`src/rtl/inst_loader.sv`:
```
//==============================================================================
// inst_loader : host byte stream -> 32-bit fetcher load strobes, CPU held in reset until loaded
// Rev 1.0 | optional idle-byte timeout enabled by `define LOADER_TIMEOUT_EN
//==============================================================================
`default_nettype none

module inst_loader #(
  parameter int MAX_WORDS      = 256,
  parameter int LITTLE_ENDIAN  = 0,
  parameter int TIMEOUT_CYCLES = 1_000_000
) (
  input  logic        clk,
  input  logic        rst,
  input  logic        start,
  input  logic [15:0] word_count,
  input  logic        byte_valid,
  input  logic [7:0]  byte_data,
  output logic        byte_ready,
  output logic        chip_select,
  output logic        fetcher_loading,
  output logic [31:0] fetcher_load_inst,
  output logic [15:0] load_addr,
  output logic        cpu_rst,
  output logic        busy,
  output logic        done,
  output logic        error
);

  typedef enum logic [1:0] {
    IDLE    = 2'd0,
    RECV    = 2'd1,
    WRITE   = 2'd2,
    RELEASE = 2'd3
  } state_t;

  state_t      state;
  logic [15:0] count;
  logic [1:0]  byte_cnt;
  logic [31:0] word;
  logic [31:0] word_next;
  logic [15:0] addr_inc;
  logic        xfer;
  logic        timeout;

  assign xfer     = byte_valid && (state == RECV);
  assign addr_inc = load_addr + 16'd1;

  generate
    if (LITTLE_ENDIAN != 0) begin : g_little
      assign word_next = {byte_data, word[31:8]};
    end else begin : g_big
      assign word_next = {word[23:0], byte_data};
    end
  endgenerate

`ifdef LOADER_TIMEOUT_EN
  localparam int TW = $clog2(TIMEOUT_CYCLES + 1);
  logic [TW-1:0] idle_cnt;

  // Restarts on every transfer and whenever RECV is (re)entered
  always_ff @(posedge clk or posedge rst) begin
    if (rst)                          idle_cnt <= '0;
    else if (state != RECV || xfer)   idle_cnt <= '0;
    else                              idle_cnt <= idle_cnt + 1'b1;
  end

  assign timeout = (state == RECV) && !xfer && (idle_cnt == TW'(TIMEOUT_CYCLES - 1));
`else
  assign timeout = 1'b0;
`endif

  always_ff @(posedge clk or posedge rst) begin
    if (rst) begin
      state     <= IDLE;
      count     <= '0;
      byte_cnt  <= '0;
      word      <= '0;
      load_addr <= '0;
      cpu_rst   <= 1'b1;
      error     <= 1'b0;
    end else begin
      case (state)
        IDLE: begin
          if (start) begin
            if (word_count == 16'd0) begin
              load_addr <= '0;
              error     <= 1'b0;
              state     <= RELEASE;
            end else if (word_count > 16'(MAX_WORDS)) begin
              error <= 1'b1;
            end else begin
              count     <= word_count;
              load_addr <= '0;
              byte_cnt  <= '0;
              error     <= 1'b0;
              cpu_rst   <= 1'b1;
              state     <= RECV;
            end
          end
        end
        RECV: begin
          if (timeout) begin
            error <= 1'b1;
            state <= IDLE;
          end else if (xfer) begin
            word     <= word_next;
            byte_cnt <= byte_cnt + 2'd1;
            if (byte_cnt == 2'd3) state <= WRITE;
          end
        end
        WRITE: begin
          load_addr <= addr_inc;
          state     <= (addr_inc == count) ? RELEASE : RECV;
        end
        RELEASE: begin
          cpu_rst <= 1'b0;
          state   <= IDLE;
        end
        default: state <= IDLE;
      endcase
    end
  end

  // Strobe-side outputs decode straight from state so nothing reaches them from inputs
  assign byte_ready        = (state == RECV);
  assign chip_select       = (state == WRITE);
  assign fetcher_loading   = (state == WRITE);
  assign fetcher_load_inst = (state == WRITE) ? word : 32'd0;
  assign busy              = (state != IDLE);
  assign done              = (state == RELEASE);

endmodule

`default_nettype wire
```
`config.mk`:
```
export PLATFORM = sky130hd
export DESIGN_NAME = inst_loader
export DESIGN_NICKNAME = d
export VERILOG_FILES = /design/src/rtl/inst_loader.sv
export SDC_FILE = /design/constraint.sdc
export NUM_CORES = 1
export LEC_CHECK = 0
export ABC_CLOCK_PERIOD_IN_PS = 5800
export BUFFER_PORTS_ARGS = -buffer_cell sky130_fd_sc_hd__buf_2
export CAP_MARGIN = 10
export CORE_UTILIZATION = 35
export DETAILED_ROUTE_END_ITERATION = 12
export GPL_TIMING_DRIVEN = 0
export PLACE_DENSITY_LB_ADDON = 0.25
export REMOVE_ABC_BUFFERS = 1
export SYNTH_ARGS = -nofsm -noshare
export SYNTH_HDL_FRONTEND = slang
export SYNTH_SLANG_ARGS = --single-unit
```
`constraint.sdc`:
```
create_clock -name clk -period 5.8 [get_ports clk]
set_clock_uncertainty 0.2 [all_clocks]
set_input_delay 0.29 -clock clk [delete_from_list [all_inputs] [get_ports clk]]
set_output_delay 0.29 -clock clk [all_outputs]
set_load 0.02 [all_outputs]
```
==> results of run 1 <==
through the flow:
stage	setup WS, ps	cell area [µm²]	util
final	2580	4511	0.4552
after global routing	2294	4511	0.4552
after CTS	2490	4499	0.4540
after detailed placement	2885	4114	0.4152
after global placement	2101	4068	0.4105
after floorplan	3063	3491	-
synth_stat cells, types with 2 or more instances:
| master | number | share of area |
|---|---|---|
| clkbuf_1 | 12 | 0.012 |
| nor2b_1 | 8 | 0.014 |
| and2_1 | 32 | 0.055 |
| nor4_1 | 4 | 0.0069 |
| and4_1 | 2 | 0.0048 |
| nand2_1 | 25 | 0.026 |
| a21oi_1 | 7 | 0.0096 |
| nor4b_1 | 2 | 0.0048 |
| xnor2_1 | 18 | 0.043 |
| dfrtp_1 | 69 | 0.48 |
| a211oi_1 | 3 | 0.0062 |
| buf_6 | 2 | 0.0062 |
| nor4_4 | 2 | 0.012 |
| nand4_1 | 3 | 0.0052 |
| nor2_1 | 13 | 0.013 |
| xor2_1 | 6 | 0.014 |
| a31oi_1 | 3 | 0.0052 |
| and3_1 | 3 | 0.0052 |
| clkbuf_8 | 2 | 0.0076 |
| inv_1 | 8 | 0.0083 |
| nand3_1 | 8 | 0.011 |
| o31ai_1 | 4 | 0.0083 |
| mux2_2 | 40 | 0.12 |
| o41ai_1 | 2 | 0.0048 |
| nor3_1 | 6 | 0.0083 |
| o22ai_1 | 2 | 0.0034 |
| ha_1 | 2 | 0.0069 |
| o21ai_0 | 26 | 0.036 |
layout make-up:
class                   count  area, µm²  area share
repair buffers            101      620.6      0.1376
clock buffers              11      141.4     0.03135
well taps                 133      166.4     0.03689
flip-flops and latches     70       1753      0.3886
inverters                   8      32.53    0.007212
clock inverters             5      83.83     0.01859
multi-input cells         238       1713      0.3797
power breakdown:
part	leakage (nW)	switching (W)	internal, W
clock network	0.106	0.000192	0.000255
registers	0.873	0.000108	0.000593
logic	1.20	0.000211	0.000182
flip-flops by register name, indices dropped and copies added (netlist names):
register,cells
cpu_rst,1
byte_cnt,2
error,1
load_addr,16
word,32
count,16
state,2
timing repair:
action	CTS	global route
hold buffers	16	0
gates resized for setup	0	0
endpoints found under the setup margin	0	0
endpoints found under the hold margin	84	0
worst min-delay path by stage:
stage	endpoint	slack, ps
6_report	count[4]	50
5_1_grt	count[4]	30
4_1_cts	count[4]	30
3_5_place_dp	word[27]	290
3_3_place_gp	word[31]	280
2_1_floorplan	count[7]	210
cells in the final DEF (no fill, tap or decap), drive strengths merged, types with 9 or more instances in the layout:
master,n
dfrtp,69
dlygate4sd3,16
nor2,13
o21ai,26
clkbuf,11
nand2,25
xnor2,18
mux2,40
and2,32
buf,85
nand3,9
per-layer routing:
| metal | global-route usage | wire length (µm) | part of all wire |
|---|---|---|---|
| met1 | 0.2062 | 3917 | 0.46 |
| met2 | 0.2590 | 3956 | 0.47 |
| met3 | 0.04323 | 540 | 0.064 |
| met4 | 0.05612 | 68 | 0.0080 |
| met5 | 0 | 0 | 0 |
cells by family after synthesis:
logic type,Yosys count,share of synthesized area
xor gates and xnor gates,24,0.05789
and+or+nand+nor,114,0.1813
AOI/OAI and AO/OA,57,0.09752
muxes,41,0.1268
buffers and inverters,27,0.04686
adders and majority gates,2,0.006891
DFF,70,0.4828
==> metrics.txt, run 1 <==
Post-DP HPWL 5646 µm; final WL 8482 µm; final hold vios 0; dominant synthesized flop cell dfrtp_1; status finished clean; CP Launch Type flip-flop; grt total ovfl 0; Placer Congestion 0.8418; Setup Fix Bufs, Post-CTS 0; initial antenna violation count 0; Setup crit end fetcher_load_inst[23]; # clock sinks 70; worst hold path class in -> reg; Initial Util 0.3664; Min-Delay Path Depth 2; slowest stage delay, CP 1030 ps; CP Data Required Time 5310 ps; I/O pin count 83; Via density 4.989; Reg-to-Reg Start state[0]; post-synthesis sequential area ratio 0.4828; final non-filler cell total 566; DRC viols 0; crit path kind reg -> out; final setup fails 0; First-pass DRT Iterations 4; Tcrit/Tclk final 0.5552; mapped cell area 3631 µm²; slowest CP cell inv_1; overall power 0.001541 W; synthesis warning total 0; Area growth, synth to finish 24.22%; setup_tns 0 ps; post-synthesis cell count 335; Clock Tree Buf Depth 2; largest net degree at the start of global routing 71; WL/cell 14.99 µm; Max Clock Freq 310.6 MHz; cts bufs inserted 9; Via Count 2824; WP buf/inv 2; CP Data Arrival Time 2730 ps; Antenna diodes 0; Least-Margin Pin Slew 1154 ps; share of layout cells above drive strength 1 0.3441; CTS tree yes; Reg2Reg Capture Point load_addr[6]; number of max-cap violations 0; Power per Cell Area 341.6 nW/µm²; Slew headroom 0.2297; fillcell total 977; number of global-route vias before repair 2801; DIE AREA 10790 µm²; H-tree depth 3; post-route ant nets 0; Reg2Reg Depth 4; Die X 103.9 µm; leakage 2.178 nW; crit-path cells nand2b_1 -> inv_1 -> and2_1 -> buf_2; number of cells after detailed placement 533; Seq cells post-synth 70; flop2flop setup slack 3080 ps; core area 9910 µm²; die height 103.9 µm; root buf cell clkbuf_8; Nets 458; clk_lat worst skew 340 ps; row cnt 36; Port Buf Inserts 82; Worst Hold Launch word_count[4]; stages on the worst setup path 4; first-pass GRT wire length 13900 µm; EDFF count, synth 0; Reg clk slew, reported paths 80 ps; RSZ-0062 raised after global routing false; Hold WS 52.67 ps; Slew Viols, Final 0; All-Layer GR Usage 0.1601; Max VDD drop 0.1320 mV; DR iter-0 viols 85; Worst Setup SP state[0]; ys async rst share 1.000; synth unique cells 49; crit end category output pin; average instance area after synthesis 10.84 µm²; Crit Path Max Fanout 43; fin crit period 3220 ps; CP top delay family buffers and inverters
Power figures use the tool's default switching activity.
==> run 2, diff against run 1 <==
--- a/config.mk
+++ b/config.mk
@@ -5,7 +5,8 @@
 export SDC_FILE = /design/constraint.sdc
 export NUM_CORES = 1
 export LEC_CHECK = 0
-export ABC_CLOCK_PERIOD_IN_PS = 5800
+export ABC_AREA = 1
+export ABC_CLOCK_PERIOD_IN_PS = 3000
 export BUFFER_PORTS_ARGS = -buffer_cell sky130_fd_sc_hd__buf_2
 export CAP_MARGIN = 10
 export CORE_UTILIZATION = 35
==> constraint.sdc (replaced) <==
create_clock -name clk -period 3 [get_ports clk]
set_clock_uncertainty 0.2 [all_clocks]
set_input_delay 0.15 -clock clk [delete_from_list [all_inputs] [get_ports clk]]
set_output_delay 0.15 -clock clk [all_outputs]
set_load 0.02 [all_outputs]
==> metrics.txt, run 2 <==
fin crit period 2213 ps; Via density 4.595; All-Layer GR Usage 0.1652; post-synth top area cell dfrtp_1; Metal-1 WL 3880 µm; # clock sinks 70; Die X 103.2 µm; Slew headroom 0.6331; Nets 601; Seq cells post-synth 70; slowest stage delay, CP 500 ps; First-pass DRT Iterations 4; core area 9864 µm²; post-synthesis sequential area ratio 0.4890; most frequent cells in the layout 120 x nand2_1, 82 x buf_2, 74 x inv_1; Tcrit/Tclk final 0.7375; CP Data Required Time 3080 ps; leakage 2.436 nW; status finished clean; Reg clk slew, reported paths 70 ps; crit end category flip-flop; first-pass GRT wire length 13350 µm; DR WL met3 290 µm; I/O pin count 83; Crit Path Max Fanout 7; Hold WS 108.6 ps; DIE AREA 10650 µm²; synthesis warning total 0; share of layout cells above drive strength 1 0.2087; final setup fails 0; Port Buf Inserts 82; CP Launch Type flip-flop; met2 WL 3957 µm; RSZ-0062 raised after global routing false; Max Clock Freq 452.0 MHz; number of max-cap violations 0; Clock Tree Buf Depth 2; Initial Util 0.3634; crit-path cells ha_1 -> nand2_1 -> nor2_4 -> nand3_1 -> nand2_1 -> nand3_1 -> nand2_1 -> nand3_1 -> nor2_1 -> nand3_1 -> a21oi_2; Worst Setup SP load_addr[0]; number of global-route vias before repair 2973; most flop-heavy register word; slowest CP cell dfrtp_1; Worst Hold Launch word_count[9]; average instance area after synthesis 7.611 µm²; ranking of synthesized cells by area dfrtp_1 48%, nand2_1 13%, inv_1 7.9%; initial antenna violation count 0; post-synth top area share 0.4817; Via Count 3253; final WL 8320 µm; Slew Viols, Final 0; grt total ovfl 0; max reg flops 32; Least-Margin Pin Slew 548.4 ps; CTS tree yes; dominant synthesized flop cell dfrtp_1; WL/cell 11.75 µm; Antenna diodes 0; Placer Congestion 0.7747; row cnt 36; commonest non-fill, non-tap cell in the layout nand2_1; Top Metal Used met4; crit path kind reg -> reg; post-route ant nets 0; H-tree depth 3; DRC viols 0; Post-DP HPWL 5684 µm; cts bufs inserted 9; fillcell total 1018; root buf cell clkbuf_8; CP top delay family simple AND/OR/NAND/NOR gates; clk_lat worst skew 350 ps; final hold vios 0; mapped cell area 3585 µm²; die height 103.2 µm; DR iter-0 viols 159; count leader, synth nand2_1; biggest regs word: 32 flops, count: 16 flops, load_addr: 16 flops; Power per Cell Area 680.6 nW/µm²; CP most frequent cell nand3_1; synth cell count leaders 122 x nand2_1, 75 x inv_1, 69 x dfrtp_1; post-synthesis cell count 471; Max VDD drop 0.4026 mV; worst hold path class in -> reg; CP Data Arrival Time 2290 ps; largest net degree at the start of global routing 65; synth unique cells 32; setup_tns 0 ps; Reg-to-Reg Start load_addr[0]; Area growth, synth to finish 27.71%; ys async rst share 1.000; EDFF count, synth 0; WP buf/inv 0
==> run 2: cell types whose count changed after synthesis, sizes merged, moves of 6 or more <==
cell	change
o22ai	+11
nand3b	+7
nand3	+20
xnor2	-16
nand2	+99
clkbuf	-7
and2	-31
inv	+69
nor2	+49
nor4	-6
o21ai	+13
nor2b	-8
mux2	-40
==> run 2: area by class of cell <==
cell class                 count  area (µm²)  share of cell area
clock buffer                  12       165.2             0.03608
clock inverter                 3       42.54            0.009292
inverter                      77       291.5             0.06368
multi-input combinational    308        1474              0.3219
sequential                    70        1753              0.3829
tap                          133       166.4             0.03635
timing repair buffer         105       685.7              0.1498
==> run 2: kinds of logic (layout without fill, tap and decap cells) <==
logic type | Yosys count | count (layout) | share of synthesized area
simple gates | 238 | 238 | 0.2981
buf+inv | 93 | 197 | 0.1012
flops | 70 | 70 | 0.4890
compound gates | 65 | 65 | 0.09738
xor+xnor | 3 | 3 | 0.007331
fa+ha+maj | 2 | 2 | 0.006980
==> run 2: through the flow <==
step	area, µm²	cells	power [W]	worst slack [ps]	utilization
after floorplan	3511	455	0.001988	512.7	-
after global placement	4088	670	0.002248	-139.4	0.4144
after detailed placement	4170	673	0.002314	811.6	0.4228
after CTS	4578	708	0.003155	778.7	0.4641
after global routing	4578	708	0.003347	559.0	0.4641
final	4578	708	0.003116	787.5	0.4641
==> run 2: final timing paths <==
kind                            end  slack (ps)  depth (start not counted)
setup / recovery           state[1]         790                         11
hold / removal                error         110                          5
setup reg to reg           state[1]         790                         11
hold reg to reg             cpu_rst         270                          2
max in group asynchronous   cpu_rst        1890                          4
min in group asynchronous  word[15]         120                          3
==> run 2: worst min-delay path, delay by kind of cell <==
kind | cells | cell delay (ps)
AND/OR/NAND/NOR | 3 | 220
AO/OA/AOI/OAI | 1 | 150
buffers and inverters | 1 | 100
==> run 2: report_power, final <==
part | internal, W | switching, W
Combinational | 0.000333 | 0.000650
Clock | 0.000446 | 0.000363
Sequential | 0.00118 | 0.000139
Total | 0.00196 | 0.00115
==> run 2: repair_timing <==
| action | in CTS | in global routing |
|---|---|---|
| hold endpoints to repair | 91 | 0 |
| hold buffers | 20 | 0 |
| setup buffers | 0 | 0 |
| gates resized for setup | 0 | 0 |
==> run 2: layer usage <==
| layer | global-route usage | vias up |
|---|---|---|
| met2 | 0.2713 | 62 |
| met5 | 0 | - |
| li1 | - | 1675 |
| met1 | 0.2107 | 1502 |
| met4 | 0.08667 | 0 |
| met3 | 0.02621 | 14 |
